[config.mk]
export PLATFORM = sky130hd
export DESIGN_NAME = pipe_hazard_ctrl
export DESIGN_NICKNAME = d
export VERILOG_FILES = /design/src/rtl/pipe_ctrl_pkg.sv /design/src/rtl/hazard_detect.sv /design/src/rtl/pipe_hazard_ctrl.sv
export SDC_FILE = /design/constraint.sdc
export NUM_CORES = 1
export LEC_CHECK = 0
export CORE_UTILIZATION = 41
export DETAILED_ROUTE_END_ITERATION = 10
export GPL_TIMING_DRIVEN = 0
export PLACE_DENSITY = 0.76
export SLEW_MARGIN = 20
export SYNTH_ARGS = -nofsm -noshare
export SYNTH_HDL_FRONTEND = slang
export SYNTH_SLANG_ARGS = --single-unit
[constraint.sdc]
create_clock -name clock -period 1.95 [get_ports clock]
set_input_delay 0.39 -clock clock [delete_from_list [all_inputs] [get_ports clock]]
set_output_delay 0.39 -clock clock [all_outputs]
set_load 0.03 [all_outputs]
[src/rtl/pipe_ctrl_pkg.sv]
// pipe_ctrl_pkg: shared FSM state encodings and register constants for pipeline control
package pipe_ctrl_pkg;
   typedef enum logic [1:0] {
      RUN      = 2'd0,
      MEM_WAIT = 2'd1,
      FLUSH    = 2'd2
   } state_t;
   localparam logic [4:0] REG_ZERO = 5'd0;
endpackage

[src/rtl/hazard_detect.sv]
// hazard_detect: combinational load-use compare between the load in EX and the instruction in ID
//   rs_i, rt_i       source fields of the ID instruction
//   uses_rt_i        ID instruction actually reads rt
//   ex_re_i          load in EX
//   ex_regwrite_i    EX instruction writes the register file
//   ex_write_reg_i   destination of the EX instruction
//   lu_o             load-use hazard present
module hazard_detect
   import pipe_ctrl_pkg::*;
(
   input  logic [4:0] rs_i,
   input  logic [4:0] rt_i,
   input  logic       uses_rt_i,
   input  logic       ex_re_i,
   input  logic       ex_regwrite_i,
   input  logic [4:0] ex_write_reg_i,
   output logic       lu_o
);
   // $0 is hardwired, so a load targeting it never creates a dependency
   assign lu_o = ex_re_i & ex_regwrite_i & (ex_write_reg_i != REG_ZERO) &
                 ((ex_write_reg_i == rs_i) | (uses_rt_i & (ex_write_reg_i == rt_i)));
endmodule

[src/rtl/pipe_hazard_ctrl.sv]
// pipe_hazard_ctrl: stall/flush sequencing for the 5-stage pipeline (load-use, redirect, memory wait)
//   clock, resetn                  rising-edge clock, synchronous active-low reset
//   id_rs, id_rt, id_uses_rt       ID instruction operands
//   ex_re, ex_regwrite, ex_write_reg  EX instruction (load / destination)
//   br_taken, jump                 redirect resolved this cycle
//   mem_req, mem_ready             data-memory handshake
//   stall_pc, stall_id, stall_ex   hold controls
//   flush_id, flush_ex             bubble controls for IF/ID and ID/EX
//   mem_timeout                    pulse when a memory wait is aborted
//   state_o, stall_cnt             debug state and saturating PC-stall counter
module pipe_hazard_ctrl
   import pipe_ctrl_pkg::*;
#(
   parameter int FLUSH_CYCLES = 1,
   parameter int MEM_TIMEOUT  = 64,
   parameter int CNT_W        = 16
) (
   input  logic             clock,
   input  logic             resetn,
   input  logic [4:0]       id_rs,
   input  logic [4:0]       id_rt,
   input  logic             id_uses_rt,
   input  logic             ex_re,
   input  logic             ex_regwrite,
   input  logic [4:0]       ex_write_reg,
   input  logic             br_taken,
   input  logic             jump,
   input  logic             mem_req,
   input  logic             mem_ready,
   output logic             stall_pc,
   output logic             stall_id,
   output logic             stall_ex,
   output logic             flush_id,
   output logic             flush_ex,
   output logic             mem_timeout,
   output logic [1:0]       state_o,
   output logic [CNT_W-1:0] stall_cnt
);
   localparam int FW = $clog2(FLUSH_CYCLES) + 1;
   localparam int WW = $clog2(MEM_TIMEOUT) + 1;
   state_t           state_q, state_d;
   logic [FW-1:0]    fcnt_q, fcnt_d;
   logic [WW-1:0]    wcnt_q, wcnt_d;
   logic [CNT_W-1:0] cnt_q;
   logic             lu, rd, mem_wait;
   hazard_detect u_hd (
      .rs_i           (id_rs),
      .rt_i           (id_rt),
      .uses_rt_i      (id_uses_rt),
      .ex_re_i        (ex_re),
      .ex_regwrite_i  (ex_regwrite),
      .ex_write_reg_i (ex_write_reg),
      .lu_o           (lu)
   );
   assign rd        = br_taken | jump;
   assign mem_wait  = mem_req & ~mem_ready;
   assign state_o   = state_q;
   assign stall_cnt = cnt_q;
   always_comb begin
      state_d     = state_q;
      fcnt_d      = fcnt_q;
      wcnt_d      = wcnt_q;
      stall_pc    = 1'b0;
      stall_id    = 1'b0;
      stall_ex    = 1'b0;
      flush_id    = 1'b0;
      flush_ex    = 1'b0;
      mem_timeout = 1'b0;
      if (!resetn) begin
         flush_id = 1'b1;
         flush_ex = 1'b1;
      end else begin
         case (state_q)
            RUN: begin
               if (mem_wait) begin
                  {stall_pc, stall_id, stall_ex} = 3'b111;
                  state_d = MEM_WAIT;
                  wcnt_d  = WW'(1);
               end else if (rd) begin
                  {flush_id, flush_ex} = 2'b11;
                  if (FLUSH_CYCLES > 1) begin
                     state_d = FLUSH;
                     fcnt_d  = FW'(FLUSH_CYCLES - 1);
                  end
               end else if (lu) begin
                  {stall_pc, stall_id, flush_ex} = 3'b111;
               end
            end
            MEM_WAIT: begin
               {stall_pc, stall_id, stall_ex} = 3'b111;
               wcnt_d = wcnt_q + 1'b1;
               if (mem_ready) begin
                  state_d = RUN;
               end else if (wcnt_q == WW'(MEM_TIMEOUT - 1)) begin
                  mem_timeout = 1'b1;
                  flush_ex    = 1'b1;
                  state_d     = RUN;
               end
            end
            FLUSH: begin
               // a new memory wait takes priority and drops the remaining bubbles
               if (mem_wait) begin
                  {stall_pc, stall_id, stall_ex} = 3'b111;
                  state_d = MEM_WAIT;
                  wcnt_d  = WW'(1);
               end else begin
                  flush_id = 1'b1;
                  fcnt_d   = fcnt_q - 1'b1;
                  state_d  = (fcnt_q == FW'(1)) ? RUN : FLUSH;
               end
            end
            default: state_d = RUN;
         endcase
      end
   end
   always_ff @(posedge clock) begin
      if (!resetn) begin
         state_q <= RUN;
         fcnt_q  <= '0;
         wcnt_q  <= '0;
         cnt_q   <= '0;
      end else begin
         state_q <= state_d;
         fcnt_q  <= fcnt_d;
         wcnt_q  <= wcnt_d;
         if (stall_pc && cnt_q != '1)
            cnt_q <= cnt_q + 1'b1;
      end
   end
endmodule

Word level (Yosys, flattened, before mapping). Index checks and enable logic that the tools add are counted.

Divide/modulo/power cells: 0. $add $sub $neg: 3. Order comparisons: 0. Reduce and logical (&&, ||, !) cells: 8. Multiplexer cells: 29. Multipliers: 0. Equal/unequal tests: 9. Bitwise logic cells: 9. Shift operators: 0.

Operators by type and width (count): 1-bit two-way mux (17); 16-bit by 1-bit adder with 16-bit output, second input constant (1); 16-bit != test, second input constant (1); 7-bit one-hot mux with 2 select lines (1); 5-bit equality test (2); 2-bit two-way mux (5); 7-bit by 1-bit adder with 7-bit output, second input constant (1); 7-bit by 6-bit equality test with 1-bit output, second input constant (1); 7-bit two-way mux (1); 1-bit one-hot mux with 2 select lines (3); 2-bit one-hot mux with 3 select lines (1); 2-bit AND reduction (3); 1-bit AND (5); 5-bit nonzero test (1); 3-bit != test, second input constant (1); 1-bit one-hot mux with 3 select lines (1); 2-bit by 1-bit equality test with 1-bit output, second input constant (1); 2-bit equality test, second input constant (1); 2-bit logical NOT (1); 2-bit by 1-bit != test with 1-bit output, second input constant (1); 2-bit != test, second input constant (1); 1-bit NOT (2); 1-bit OR (2); 2-bit nonzero test (1); 3 further kinds (3).

Memories: 0. Memory bits (read-only): 0. Input port bits: 24. Bits in latches: 0. Flip-flop bits (word level): 26. Memory bits (writable): 0.

Longest topological paths before layout. Gate-level depths: netlist of run 1.

Word-level depth: 10. Depth in mapped cells: 8. Mapped depth without buffers: 7.

Hierarchy. Synthesis of run 1 repeated with hierarchy kept, for this count alone.

Cells, all modules: 180. Area total of the unflattened synthesis: 1564.0 um2.

Modules (own cells, without submodules): pipe_hazard_ctrl (instances 1, cells each 163, seq. area each 520.5 um2, area an instance 1430.1 um2); hazard_detect (instances 1, cells each 17, seq. area each 0.0 um2, area an instance 133.9 um2).

Worst setup path after synthesis of run 1. Ideal clock, no wire load.

Path type: register to output. Start point: reg wcnt_q[0]. End point: out flush_ex. Data arrival time: 2316 ps. Cell stages (with the launch flop): 6. Path slack: -756 ps. Buffers on the path: 0. Path through: dfxtp_1 > ha_1 > and3_1 > nand3_1 > or3_1 > o311ai_0.

Longest elaborated chain between the ends: 5.

Ends and longest elaborated chain: start, declared (RTL line pipe_hazard_ctrl.sv:43) `logic [WW-1:0] wcnt_q, wcnt_d;`; start signal, assigned (RTL line pipe_hazard_ctrl.sv:125) `wcnt_q <= wcnt_d;`; 7-bit by 6-bit equality test with 1-bit output (RTL line pipe_hazard_ctrl.sv:94) `end else if (wcnt_q == WW'(MEM_TIMEOUT - 1)) begin`; 1-bit two-way mux (RTL line pipe_hazard_ctrl.sv:94); 1-bit two-way mux (RTL line pipe_hazard_ctrl.sv:92) `if (mem_ready) begin`; 1-bit one-hot mux with 2 select lines (RTL line pipe_hazard_ctrl.sv:73) `case (state_q)`; 1-bit two-way mux (RTL line pipe_hazard_ctrl.sv:69) `if (!resetn) begin`; end, declared (RTL line pipe_hazard_ctrl.sv:34) `output logic flush_ex,`.

Every way passes these cells.

Worst setup path in the final report of run 1.
Start point: reg wcnt_q[1]. End point: out flush_ex.

Same word-level chain as after synthesis.

==> impl_metrics.yaml, run 1 <==
sta:
  finalCriticalPeriod_ns: 2.329
  worst_slack_ns: -0.3793
  worstMarginPinSlew_ns: 0.5011
  worst_hold_slack_ns: 0.4469
  timing.final.max_slew_violations: 0
  setup_viol: 20
  slew_headroom_pct: 66.59
  grt_setup_unrepaired: "yes"
  final_hold_viol_count: 0
  finalSetupTns_ns: -2.827
  clock_skew_ns: 0.004280
  fin_crit_sh_pct: 119.5
  max_freq_mhz: 429.3
floorplanning:
  die_h_um: 61.55
  die_w_um: 61.55
  core_area_um2: 3363
  start_util_pct: 43.23
  fp-row-count: 21
  dieArea_um2: 3788
  ios: 48
power_and_ir_drop:
  leakage_nw: 0.9633
  ir_drop_uv: 356.1
  internal_power_mw: 0.7639
  p_sw_mw: 0.2942
  seqPwrFrac_pct: 51.2
  p_sw_share_pct: 27.80
  p_per_area_nw_per_um2: 434.3
  clock_power_share_pct: 26.3
  comb_power_share_pct: 22.5
  fin_total_pwr_mw: 1.058
synthesis:
  synth_compound_area_share_pct: 23.24
  post-synth-top-count-cell: "dfxtp_1"
  synth-seq-cells: 26
  synth_area_leaders: "dfxtp_1 (36%), xor2_1 (7.8%), nor2_1 (4.6%)"
  synthAdderAreaFrac_pct: 1.721
  synth_xor_xnor_area_share_pct: 9.036
  synthArstFlopShare_pct: 0
  synth_top_family_by_area: "simple AND/OR/NAND/NOR gates"
  synth.distinct_cells: 40
  netlist_top_cells_count: "dfxtp_1 (26), nor2_1 (18), a21oi_1 (13), nand2_1 (13), xor2_1 (13)"
  synth_cells: 175
  syn_area_um2: 1454
  avgSynthCellArea_um2: 8.308
  synth_nets: 201
  yosys.area_share.simple_pct: 24.70
  yosysWarnings: 0
  ys_seq_area_share_pct: 35.80
  synth_top_area_cell: "dfxtp_1"
  synth.area.mux_share_pct: 1.377
  synth_ff_type: "dfxtp_1"
  synth_edf_count: 0
  synth.top_cell.area_share_pct: 35.80
drt:
  first_pass_iters: 4
  drt-initial-drc-count: 99
  drcViolationCount: 0
  wl_per_cell_um: 14.35
  ant_nets: 0
  viasPerCell: 5.340
  via_count: 1602
  routed_wl_um: 4305
worst_setup_path:
  worst-setup-path-type: "flop to output port"
  crit_path_max_fanout: 2
  reg2reg_to: "stall_cnt[0]"
  cp.arrival_ns: 1.94
  crit_path_top_delay_cell: "dfxtp_2"
  crit_chain: "ha_4 > and3_4 > nand3_4 > or3_4 > o311ai_4 > buf_6"
  r2r_slack_ns: -0.16
  cp-end-kind: "output port"
  reg2reg_depth: 9
  required_ns: 1.56
  slowest_delay_ns: 0.38
  r2r_start: "stall_cnt[0]"
  start_kind: "flop"
cells_and_area:
  regArea_um2: 550.5
  post-route-cell-area_um2: 2436
  drive_gt1_share_pct: 37.01
  multi_input_area_um2: 1070
  fillers: 286
  fin_nets: 281
  area_growth_pct: 67.56
  antenna_cells: 0
flow_run:
  drv_cap: 0
global_route:
  grt_antenna_before_repair: 0
  overflow: 0
  grt_max_degree: 15
  grt_pass1_vias: 1427
  grt_pass1_wl_um: 6596
  gr-usage-all-layers_pct: 23.60
place:
  hpwlAfterDp_um: 2781
  numPortBuffers: 47
  place_congestion: 0.8108
  dpl-instance-area_um2: 2048
clock_network:
  clkLatencyLatePin_ns: 0.32
  clk_pin_slew_ns: 0.14
  cts.sinks: 26
  cts-root-buf: "clkbuf_4"
  hold_buffers: 0
  h-tree-depth: 1
  clockBufferDepth: 2
  cts_buffers: 3
  cts_tree: "built"
worst_hold_path:
  hold_path_end: "state_o[1]"
  hp-class: "flop to flop"
  holdPathStages: 1
  min_from: "fcnt_q"
outcome:
  violations: "setup timing"
  status: "complete, but fails checks"
## state kept, by name, indices dropped and copies added, names as in the netlist
register and cells:
fcnt_q 1, stall_cnt 16, state_o 2, wcnt_q 7
## how the worst max path moves through the flow
stage / from / endpoint / depth (start not counted)
2_1_floorplan: wcnt_q[0] / mem_timeout / 5
6_report: wcnt_q[1] / flush_ex / 6
3_5_place_dp: ex_write_reg[1] / flush_ex / 8
4_1_cts: wcnt_q[1] / flush_ex / 6
3_3_place_gp: ex_write_reg[4] / flush_ex / 8
5_1_grt: wcnt_q[1] / flush_ex / 6
## metal layers
metal | routed length [µm] | global-route usage (%) | up-vias | part of all wire, %
met2 | 2221 | 40.09 | 42 | 52
met1 | 1860 | 30.19 | 737 | 43
met3 | 167 | 4.412 | 6 | 3.9
li1 | - | - | 817 | -
met4 | 55 | 7.302 | 0 | 1.3
met5 | 0 | 0 | - | 0
## final cells by class
type | count | area share [%]
inverters | 6 | 0.9245
flip-flops and latches | 26 | 22.60
well taps | 46 | 2.363
clock buffers | 4 | 1.489
plain buffers | 5 | 1.746
multi-input cells | 139 | 43.91
repair buffers | 74 | 26.96
## layout by cell type, fill, tap and decap left out, types with 4 or more instances in the layout
| cell type | netlist | final |
|---|---|---|
| o21ai_1 | 7 | 6 |
| dlygate4sd2_1 | 0 | 7 |
| buf_4 | 1 | 26 |
| nand2_1 | 13 | 12 |
| a21oi_1 | 13 | 11 |
| nor3_1 | 6 | 4 |
| dfxtp_1 | 26 | 12 |
| o21ai_0 | 7 | 5 |
| o31ai_1 | 4 | 4 |
| or3_1 | 7 | 6 |
| dfxtp_4 | 0 | 5 |
| dfxtp_2 | 0 | 9 |
| xor2_1 | 13 | 13 |
| buf_2 | 0 | 6 |
| buf_6 | 2 | 10 |
| nand3_1 | 9 | 7 |
| nor2_1 | 18 | 16 |
| o211ai_1 | 5 | 5 |
| clkdlybuf4s50_1 | 0 | 19 |
| inv_1 | 5 | 5 |
## stage by stage
stage / util, % / cells / setup WS [ns]
6_report: 72.43 / 300 / -0.3793
5_1_grt: 72.43 / 300 / -0.4482
4_1_cts: 70.35 / 293 / -0.3713
3_5_place_dp: 60.90 / 268 / -1.313
3_3_place_gp: 60.90 / 268 / -1.260
2_1_floorplan: - / 175 / -0.04940
## worst max-delay path: cells and delay by family, from the launching register on
family / cells / cell delay, ns
AO/OA/AOI/OAI: 1 / 0.29
adder cells (fa/ha/maj): 1 / 0.14
buffers and inverters: 1 / 0.17
flip-flops: 1 / 0.38
AND/OR/NAND/NOR: 3 / 0.64
## logic make-up (layout without fill, tap and decap cells)
logic type	count (synthesis)	after routing
DFF	26	26
adders and majority gates	2	2
and+or+nand+nor	69	69
xor gates and xnor gates	15	15
buffers and inverters	11	89
AOI/OAI and AO/OA	50	51
muxes	2	2
## timing repair
action                                  in CTS  in global routing
pin swaps                                   26                  7
endpoints found under the hold margin        0                  0
buffers inserted                            19                  7
endpoints found under the setup margin      22                 24
gates resized for setup                    117                 10
cloned                                       2                  0
## power by group through the flow
stage	clock, mW	sequential (mW)	combinational (mW)
3_3_place_gp	0	0.555	0.200
3_5_place_dp	0	0.555	0.202
4_1_cts	0.284	0.541	0.232
2_1_floorplan	0	0.561	0.0987
6_report	0.278	0.541	0.238
5_1_grt	0.314	0.543	0.257
Power figures use the tool's default switching activity.
==> inputs of run 2 (changes only) <==
--- a/config.mk
+++ b/config.mk
@@ -5,6 +5,7 @@
 export SDC_FILE = /design/constraint.sdc
 export NUM_CORES = 1
 export LEC_CHECK = 0
+export CORE_MARGIN = 1.5
 export CORE_UTILIZATION = 41
 export DETAILED_ROUTE_END_ITERATION = 10
 export GPL_TIMING_DRIVEN = 0
==> run 2 against run 1 <==
The flow still finishes with violations (setup timing); wire length grew 10%; via count grew 4.6%; highest routed layer unchanged; clock power shrank 16%; global-route usage shrank 2.3 points; register-to-register slack gained 0.02 ns; utilization grew 5.4 points; hold slack is essentially flat; critical endpoint unchanged.
==> impl_metrics.yaml, run 2 (same netlist as run 1, synthesis figures left out) <==
outcome:
  status: "complete, but fails checks"
  violations: "setup timing"
clock_network:
  cts_tree: "built"
  clkLatencyLatePin_ns: 0.31
  h-tree-depth: 1
  cts.sinks: 26
  cts_buffers: 3
  clk_pin_slew_ns: 0.14
  clockBufferDepth: 2
  hold_buffers: 0
  cts-root-buf: "clkbuf_4"
worst_setup_path:
  cp.arrival_ns: 1.90
  r2r_start: "state_o[1]"
  reg2reg_to: "stall_cnt[9]"
  start_kind: "input port"
  worst-setup-path-type: "input port to output port"
  r2r_slack_ns: -0.14
  cp-end-kind: "output port"
  required_ns: 1.56
  reg2reg_depth: 8
  crit_path_max_fanout: 2
sta:
  finalCriticalPeriod_ns: 2.292
  finalSetupTns_ns: -1.521
  timing.final.max_slew_violations: 0
  slew_headroom_pct: 63.86
  max_freq_mhz: 436.3
  setup_viol: 17
  worst_hold_slack_ns: 0.4471
  worst_slack_ns: -0.3422
  fin_crit_sh_pct: 117.5
  clock_skew_ns: 0.006598
  worstMarginPinSlew_ns: 0.5421
  grt_setup_unrepaired: "yes"
  final_hold_viol_count: 0
drt:
  viasPerCell: 5.528
  drcViolationCount: 0
  via_count: 1675
  ant_nets: 0
  first_pass_iters: 4
  drt-initial-drc-count: 98
  routed_wl_um: 4740
  wl_per_cell_um: 15.64
place:
  place_ws_ns: -1.232
  numPortBuffers: 47
  hpwlAfterDp_um: 2706
  place_congestion: 0.8308
  place_inst: 268
  dpl-instance-area_um2: 2048
floorplanning:
  fp-row-count: 21
  die_w_um: 62.55
  dieArea_um2: 3913
  core_area_um2: 3363
  start_util_pct: 43.23
  ios: 48
  die_h_um: 62.55
cells_and_area:
  drive_gt1_share_pct: 43.19
  antenna_cells: 0
  fillers: 230
  largest_register_ffs: 16
  fin_nets: 284
  post-route-cell-area_um2: 2619
  stdcell_count: 303
  layout_common_cells: "buf_4 (27), clkdlybuf4s50_1 (19), nor2_1 (15)"
  area_growth_pct: 80.12
  layout_commonest_cell: "buf_4"
power_and_ir_drop:
  leakage_nw: 1.031
  p_per_area_nw_per_um2: 393.4
  ir_drop_uv: 273.8
global_route:
  grt_antenna_before_repair: 0
  grt_pass1_vias: 1464
  grt_pass1_wl_um: 6962
  grt_max_degree: 15
  gr-usage-all-layers_pct: 21.29
  overflow: 0
worst_hold_path:
  holdPathStages: 1
  hold_path_end: "state_o[1]"
  min_from: "fcnt_q"
  hp-class: "flop to flop"
flow_run:
  drv_cap: 0
run 2: what timing repair did:
item,CTS,global route
pin swaps,30,20
resized for setup,129,29
buffers inserted,17,12
endpoints found under the setup margin,22,21
cloned,1,2
endpoints found under the hold margin,0,0
run 2: area by class of cell:
type / instances / area (µm²) / area share, %
buffer: 4 / 35.03 / 1.338
clock buffer: 3 / 22.52 / 0.8600
tap: 46 / 57.56 / 2.198
clock inverter: 1 / 3.754 / 0.1433
sequential: 26 / 556.8 / 21.26
multi-input combinational: 139 / 1185 / 45.25
timing repair buffer: 78 / 735.7 / 28.09
inverter: 6 / 22.52 / 0.8600
run 2: through the flow:
step	total power, mW	utilization [%]
floorplan	0.6597	-
global placement	0.7555	60.90
detailed placement	0.7557	60.90
CTS	1.009	70.05
global route	1.080	77.86
finish	1.030	77.86
run 2: how the worst max path moves through the flow:
stage,from,endpoint,slack [ns],cells past startpoint
2_1_floorplan,wcnt_q[0],mem_timeout,-0.05,5
5_1_grt,wcnt_q[0],flush_ex,-0.39,6
3_3_place_gp,ex_write_reg[4],flush_ex,-1.22,8
3_5_place_dp,ex_write_reg[1],flush_ex,-1.23,8
4_1_cts,ex_write_reg[4],flush_ex,-0.32,7
6_report,ex_write_reg[4],flush_ex,-0.34,7
run 2: report_power, final:
part	internal (mW)	total (mW)	switching, mW
sequential	0.530	0.537	0.00729
combinational	0.128	0.260	0.132
clock	0.0747	0.233	0.158
run 2: worst max-delay path: stages:
cell      delay, ns
buf_8          0.09
or4_4          0.54
o21ai_2        0.16
nor2_2         0.07
o311ai_2       0.33
o311ai_4       0.16
buf_6          0.16
run 2: per-layer routing:
layer  track usage (%)  vias up  wire (µm)
met3             2.523        4        139
li1                  -      818          -
met1             29.72      813       2168
met4             3.333        0         28
met5                 0        -          0
met2             35.89       40       2404
